===== src/rtl/vga_timing_gen.sv =====
// vga_timing_gen: 640x480@60 Hz VGA raster timing from a 100 MHz clock.
// Produces the pixel counters, the display-valid flag, active-low syncs, a
// 2x-upscaled 320x240 ROM address, a frame strobe and a slow blink square wave.
module vga_timing_gen #(
  parameter int unsigned CLK_DIV      = 4,
  parameter int unsigned H_DISP       = 640,
  parameter int unsigned H_FP         = 16,
  parameter int unsigned H_SYNC       = 96,
  parameter int unsigned H_BP         = 48,
  parameter int unsigned V_DISP       = 480,
  parameter int unsigned V_FP         = 10,
  parameter int unsigned V_SYNC       = 2,
  parameter int unsigned V_BP         = 33,
  parameter int unsigned BLINK_FRAMES = 30
) (
  input  logic        clk,
  input  logic        rst_n,
  output logic [9:0]  h_cnt,
  output logic [9:0]  v_cnt,
  output logic        valid,
  output logic        hsync,
  output logic        vsync,
  output logic [16:0] pixel_addr,
  output logic        pix_tick,
  output logic        frame_tick,
  output logic        clk_blink
);

  localparam int unsigned H_TOTAL = H_DISP + H_FP + H_SYNC + H_BP;
  localparam int unsigned V_TOTAL = V_DISP + V_FP + V_SYNC + V_BP;
  localparam int unsigned DIV_W   = (CLK_DIV > 1) ? $clog2(CLK_DIV) : 1;
  localparam int unsigned FCNT_W  = (BLINK_FRAMES > 1) ? $clog2(BLINK_FRAMES) : 1;

  localparam logic [DIV_W-1:0]  DIV_LAST     = DIV_W'(CLK_DIV - 1);
  localparam logic [FCNT_W-1:0] FCNT_LAST    = FCNT_W'(BLINK_FRAMES - 1);
  localparam logic [9:0]        H_LAST       = 10'(H_TOTAL - 1);
  localparam logic [9:0]        V_LAST       = 10'(V_TOTAL - 1);
  localparam logic [9:0]        H_VIS        = 10'(H_DISP);
  localparam logic [9:0]        V_VIS        = 10'(V_DISP);
  localparam logic [9:0]        H_SYNC_START = 10'(H_DISP + H_FP);
  localparam logic [9:0]        H_SYNC_END   = 10'(H_DISP + H_FP + H_SYNC);
  localparam logic [9:0]        V_SYNC_START = 10'(V_DISP + V_FP);
  localparam logic [9:0]        V_SYNC_END   = 10'(V_DISP + V_FP + V_SYNC);
  localparam logic [16:0]       ROW_STRIDE   = 17'(H_DISP / 2);

  logic [DIV_W-1:0]  div_q, div_d;
  logic [9:0]        h_q, h_d;
  logic [9:0]        v_q, v_d;
  logic              valid_q, valid_d;
  logic              hsync_q, hsync_d;
  logic              vsync_q, vsync_d;
  logic              pix_tick_q, pix_tick_d;
  logic              frame_tick_q, frame_tick_d;
  logic [FCNT_W-1:0] fcnt_q, fcnt_d;
  logic              blink_q, blink_d;
  logic              adv;
  logic              h_wrap;
  logic              v_wrap;
  logic [16:0]       addr;

  // Next-state: clock divider, raster counters, and syncs/valid decoded from
  // the next counter values so they switch on the same edge as the counters.
  always_comb begin
    adv    = (div_q == DIV_LAST);
    h_wrap = adv && (h_q == H_LAST);
    v_wrap = h_wrap && (v_q == V_LAST);

    div_d = adv ? '0 : div_q + 1'b1;

    h_d = h_q;
    if (adv) begin
      h_d = h_wrap ? '0 : h_q + 10'd1;
    end

    v_d = v_q;
    if (h_wrap) begin
      v_d = v_wrap ? '0 : v_q + 10'd1;
    end

    valid_d = (h_d < H_VIS) && (v_d < V_VIS);
    hsync_d = !((h_d >= H_SYNC_START) && (h_d < H_SYNC_END));
    vsync_d = !((v_d >= V_SYNC_START) && (v_d < V_SYNC_END));

    pix_tick_d   = adv;
    frame_tick_d = v_wrap;

    fcnt_d  = fcnt_q;
    blink_d = blink_q;
    if (v_wrap) begin
      if (fcnt_q == FCNT_LAST) begin
        fcnt_d  = '0;
        blink_d = ~blink_q;
      end else begin
        fcnt_d = fcnt_q + 1'b1;
      end
    end
  end

  // State registers with synchronous active-low reset to the (0,0) raster position.
  always_ff @(posedge clk) begin
    if (!rst_n) begin
      div_q        <= '0;
      h_q          <= '0;
      v_q          <= '0;
      valid_q      <= 1'b1;
      hsync_q      <= 1'b1;
      vsync_q      <= 1'b1;
      pix_tick_q   <= 1'b0;
      frame_tick_q <= 1'b0;
      fcnt_q       <= '0;
      blink_q      <= 1'b0;
    end else begin
      div_q        <= div_d;
      h_q          <= h_d;
      v_q          <= v_d;
      valid_q      <= valid_d;
      hsync_q      <= hsync_d;
      vsync_q      <= vsync_d;
      pix_tick_q   <= pix_tick_d;
      frame_tick_q <= frame_tick_d;
      fcnt_q       <= fcnt_d;
      blink_q      <= blink_d;
    end
  end

  // ROM address for the 2x-upscaled image; forced to 0 outside the visible area.
  always_comb begin
    addr = '0;
    if (valid_q) begin
      addr = 17'(h_q >> 1) + ROW_STRIDE * 17'(v_q >> 1);
    end
  end

  assign h_cnt      = h_q;
  assign v_cnt      = v_q;
  assign valid      = valid_q;
  assign hsync      = hsync_q;
  assign vsync      = vsync_q;
  assign pixel_addr = addr;
  assign pix_tick   = pix_tick_q;
  assign frame_tick = frame_tick_q;
  assign clk_blink  = blink_q;

endmodule


===== config.mk =====
export PLATFORM = sky130hd
export DESIGN_NAME = vga_timing_gen
export DESIGN_NICKNAME = d
export VERILOG_FILES = /design/src/rtl/vga_timing_gen.sv
export SDC_FILE = /design/constraint.sdc
export NUM_CORES = 1
export LEC_CHECK = 0
export BUFFER_PORTS_ARGS = -buffer_cell sky130_fd_sc_hd__clkbuf_2
export CORE_MARGIN = 2
export CORE_UTILIZATION = 38
export DETAILED_ROUTE_END_ITERATION = 10
export GPL_ROUTABILITY_DRIVEN = 0
export SKIP_LAST_GASP = 1
export SLEW_MARGIN = 20
export SYNTH_ARGS = -nofsm -noshare
export SYNTH_HDL_FRONTEND = slang
export SYNTH_SLANG_ARGS = --single-unit
export TNS_END_PERCENT = 20

===== constraint.sdc =====
create_clock -name clk -period 2.8 [get_ports clk]
set_input_delay 0.28 -clock clk [delete_from_list [all_inputs] [get_ports clk]]
set_output_delay 0.28 -clock clk [all_outputs]
set_load 0.05 [all_outputs]

# == After elaboration in Yosys (flattened, before gate mapping) ==
# Cells that the tools add are included.
# W data, S select, Z words.
# classes
magnitude_cmp,6
bitwise,2
n_addsub,5
n_eq_ne,4
mul,1
mux,6
reduce_logical,9
# op_table
op,count
$mux W10,4
$add A10 B1 Y10 const B,2
$eq A10 B10 Y1 const B,2
$lt A10 B10 Y1 const B,2
$lt A10 B9 Y1 const B,2
$add A9 B17 Y17,1
$mux W17,1
$mul A3 B9 Y11 const A,1
$ge A10 B10 Y1 const B,1
$ge A10 B9 Y1 const B,1
$add A5 B1 Y5 const B,1
$eq A5 B5 Y1 const B,1
$logic_and A1 B1 Y1,5
$mux W5,1
$add A2 B1 Y2 const B,1
$eq A2 B2 Y1 const B,1
$logic_not A1 Y1,2
$not A1 Y1,2
$reduce_and A2 Y1,1
$reduce_or A2 Y1,1
# totals
reg_bits,33
out_inout_bits,43
word_cells,43

# == Logic depth before layout (Yosys ltp) ==
# depth
ltp_word,8
ltp_mapped,9

# == Least setup slack after synthesis ==
# OpenSTA, ideal clock, no wires.
# synth_timing
kind,flip-flop to output port
from,register v_q[2] (netlist: v_cnt[2])
to,output port pixel_addr[16]
setup_slack_ns,-0.691
stages_incl_launch_ff,10
t_arrival_ns,3.211
path_cell_list,dfxtp_1 ha_1 ha_1 fa_1 a211oi_1 nor2_1 nor4b_1 and4_1 xnor3_1 and2_1
# synth_via
elab_chain_cells,3
# synth_rtl
item,line_no,source
from (decl),48,"logic [9:0] v_q, v_d;"
from (signal assigned),115,v_q <= v_d;
$mul A3 B9 Y11,130,addr = 17'(h_q >> 1) + ROW_STRIDE * 17'(v_q >> 1);
$add A9 B17 Y17,130,
$mux W17,129,if (valid_q) begin
to (decl),23,"output logic [16:0] pixel_addr,"
# Every way passes these cells.

# == Worst setup path after layout ==
# Ends and elaborated chain as after synthesis.

==> flow_summary_export.csv <==
group,metric,value,unit
floorplan,coreArea,0.00635,mm^2
grt,track_usage,17.5,%
detailed_routing,ant_nets,0,
cells_and_area,final_cell_count_no_fill,458,
detailed_routing,detail_route.first_pass.iterations,4,
run_status,outcome,"finished, violations left",
floorplan,die_area,0.00721,mm^2
clocking,cts_tree,"built",
clocking,worstSkewPairLatency,0.28,ns
logic_synthesis,synth-edff-count,0,
logic_synthesis,yosys.area.top_type,"dfxtp_1",
clocking,numCtsBuffers,5,
worst_setup_path,critPathSlowestCell,"fa_2",
worst_hold_path,hold_path_class,"in2reg",
logic_synthesis,synth_warnings,0,
grt,grt_pass1_wl,10.3,mm
logic_synthesis,async_flop_share,0,%
worst_setup_path,cp-endpoint,"pixel_addr[16]",
run_status,violations,"setup timing",
worst_setup_path,max_stage_delay,0.38,ns
worst_setup_path,crit_family,"simple AND/OR/NAND/NOR gates",
sta,hold_viol,0,
cells_and_area,diodes,0,
worst_setup_path,cp.arrival,2.84,ns
worst_setup_path,worst-r2r-setup-slack,0.38,ns
worst_setup_path,worst_setup_path_end_kind,"output port",
floorplan,start_util,39.2,%
grt,grt_pass1_vias,2186,
worst_setup_path,r2r_end,"clk_blink",
detailed_routing,wirelength,6.29,mm
logic_synthesis,avgSynthCellArea,8.18,um^2
detailed_routing,vias_per_cell,5.33,
worst_setup_path,critPathKind,"reg2out",
place,dp.final_hpwl,4.50,mm
logic_synthesis,syn_area,0.00249,mm^2
detailed_routing,drc,0,
cells_and_area,fin_nets,408,
worst_setup_path,path_cells,"ha_4 -> ha_4 -> fa_2 -> a211oi_4 -> nor2_2 -> nor4b_2 -> and4_1 -> xnor3_1 -> and2_4 -> clkbuf_16",
sta,layout_setup_ws,-0.322,ns
logic_synthesis,synthCells,304,
logic_synthesis,synth_nets,331,
sta,maxSlewHeadroom,63.6,%
logic_synthesis,synth_seq_area_share,26.6,%
detailed_routing,first_iter_violations,80,
sta,grt_setup_unrepaired,"yes",
logic_synthesis,dominantRegCellSynth,"dfxtp_1",
worst_setup_path,path_buf_inv,1,
logic_synthesis,synth_top_cell_area_share,26.6,%
pwr,p_per_area,263,mW/mm^2
worst_setup_path,crit_path_frequent_cell,"ha_4",
cells_and_area,fillCellCount,605,
clocking,clk_pin_slew,0.06,ns
grt,antenna_found_initial,0,
clocking,cts_num_sinks,33,
sta,finalSetupViolCount,4,
logic_synthesis,synth_cell_types,54,
sta,drv_slew,0,
clocking,cts.path.max_buffers,2,
sta,worstMarginPinSlew,0.546,ns
detailed_routing,via_count,2440,
floorplan,die_h,84.9,um
sta,fin_worst_skew,0.00489,ns
worst_setup_path,cp.depth,10,
worst_setup_path,start_kind,"register",
detailed_routing,route.detailed.wl_per_inst,13.7,um
worst_setup_path,timing.rr.start,"h_cnt[0]",
sta,period_share,112,%
place,dp_slack,-0.357,ns
cells_and_area,drive_gt1_share,32.5,%
sta,holdWs,0.341,ns
cells_and_area,area_growth,32.8,%
clocking,holdBufCountCts,0,
worst_setup_path,reg2regPathDepth,7,
sta,fmax,0.320,GHz
sta,tns,-0.967,ns
pwr,cellLeakagePower,1.50,nW
floorplan,die_x,84.9,um
place,placed_cells,447,
logic_synthesis,yosys-top-cells-area,"dfxtp_1 (27%), ha_1 (12%), nor2_1 (5.9%)",
worst_setup_path,path_max_fanout,2,
sta,min_period,3.12,ns
clocking,cts.htree.levels,2,
worst_setup_path,crit_required,2.52,ns
clocking,root_buffer,"clkbuf_8",
grt,grt_max_degree,19,
grt,grt-ovfl-total,0,
place,port_buffers,44,
logic_synthesis,ys_ff_latch,33,
pwr,peakVddDrop,0.233,mV
worst_setup_path,critPathLaunch,"v_cnt[2]",
floorplan,ioPinCount,45,
floorplan,row_count,29,
flow_run,cap_viol_max_count,0,
[cell usage in the layout, fill, tap and decap left out, types with 2 or more instances in the layout]
master | Yosys | final
o21ai_0 | 12 | 10
ha_1 | 23 | 15
nand3_1 | 12 | 11
nor3b_1 | 4 | 3
nand4_1 | 12 | 12
buf_4 | 0 | 42
dfxtp_2 | 0 | 6
xor2_1 | 14 | 14
nor3_1 | 6 | 6
or4_4 | 1 | 2
or3_1 | 3 | 3
nand2_1 | 18 | 18
clkbuf_2 | 1 | 40
a21o_1 | 4 | 4
o211ai_1 | 5 | 5
clkbuf_8 | 0 | 6
nand3b_1 | 2 | 2
and4_1 | 5 | 5
o21ai_2 | 1 | 2
o31ai_1 | 2 | 2
nor2_1 | 39 | 38
xnor2_1 | 10 | 10
dfxtp_1 | 33 | 27
nor2b_1 | 3 | 3
and2_1 | 19 | 18
inv_1 | 8 | 8
nand2b_1 | 3 | 3
ha_4 | 0 | 7
a21oi_1 | 15 | 15
nor4_1 | 2 | 2
buf_2 | 1 | 2
o21bai_1 | 2 | 2
a311oi_1 | 3 | 3
[how the worst min path moves through the flow]
stage	slack (ns)	end	from	cells after the start
5_1_grt	0.37	fcnt_q[2]	rst_n	3
2_1_floorplan	0.40	h_cnt[8]	rst_n	1
6_report	0.34	fcnt_q[2]	rst_n	3
3_5_place_dp	0.42	div_q[0]	div_q[0]	1
4_1_cts	0.34	fcnt_q[2]	rst_n	3
3_3_place_gp	0.42	div_q[0]	div_q[0]	1
[per-stage QoR]
step | instance area (um^2) | utilization (%) | power [W]
2_1_floorplan | 2500 | - | 0.000509
3_3_place_gp | 3010 | 47.5 | 0.000519
3_5_place_dp | 3010 | 47.5 | 0.000521
4_1_cts | 3290 | 51.7 | 0.000885
5_1_grt | 3300 | 52.0 | 0.000903
6_report | 3300 | 52.0 | 0.000869
[routing by layer]
layer / GRT usage (%) / up-vias / wire length, um / part of all wire [%]
li1: - / 1238 / - / -
met1: 22.2 / 1140 / 2810 / 45
met2: 30.2 / 55 / 3160 / 50
met3: 3.21 / 7 / 214 / 3.4
met4: 5.63 / 0 / 95 / 1.5
met5: 0 / - / 0 / 0
[timing repair]
item | 4_1_cts | 5_1_grt
buffers inserted | 4 | 0
resized for setup | 26 | 7
setup endpoints to repair | 6 | 5
pin swaps | 10 | 5
[synth_stat cells (3+ instances only)]
| master | n |
|---|---|
| nor3_1 | 6 |
| nand4_1 | 12 |
| xnor2_1 | 10 |
| and2_1 | 19 |
| a21o_1 | 4 |
| xor2_1 | 14 |
| o21ai_0 | 12 |
| o211ai_1 | 5 |
| and4_1 | 5 |
| a21oi_1 | 15 |
| or3_1 | 3 |
| inv_1 | 8 |
| dfxtp_1 | 33 |
| nor3b_1 | 4 |
| ha_1 | 23 |
| nand2b_1 | 3 |
| nand3_1 | 12 |
| nor2_1 | 39 |
| a311oi_1 | 3 |
| nor2b_1 | 3 |
| clkbuf_1 | 12 |
| nand2_1 | 18 |
[cell families after synthesis]
family	after synthesis	share of synthesized area, %
simple gates	141	31.5
compound gates	54	14.1
flops	33	26.6
xor+xnor	25	9.36
buf+inv	25	4.93
fa+ha+maj	25	13.2
mux	1	0.403
[state kept, by name (all words and copies together) (netlist names)]
name,count
pix_tick,1
frame_tick,1
vsync,1
hsync,1
valid,1
div_q,2
h_cnt,10
fcnt_q,5
clk_blink,1
v_cnt,10
[power breakdown]
group          switching (W)  total (W)  leakage (nW)  internal, W
Combinational      0.0000210  0.0000308          1.18   0.00000983
Sequential        0.00000375   0.000479         0.270     0.000475
Clock               0.000165   0.000360        0.0443     0.000195
[worst register-to-register path: stages (launching register included)]
cell and delay [ns]:
dfxtp_1 0.43, ha_1 0.23, and4_1 0.32, nand4_1 0.28, buf_4 0.25, or2_1 0.33
or3_1 0.38, a21oi_1 0.13
[final cells by class]
| class | count | area [um^2] | area share, % |
|---|---|---|---|
| Inverter | 8 | 30.0 | 0.909 |
| Timing Repair Buffer | 87 | 569 | 17.2 |
| Multi-Input combinational cell | 246 | 1850 | 56.1 |
| Sequential cell | 33 | 668 | 20.2 |
| Clock buffer | 7 | 86.3 | 2.61 |
| Tap cell | 77 | 96.3 | 2.92 |
No activity file was read; power rests on OpenSTA's default activity.
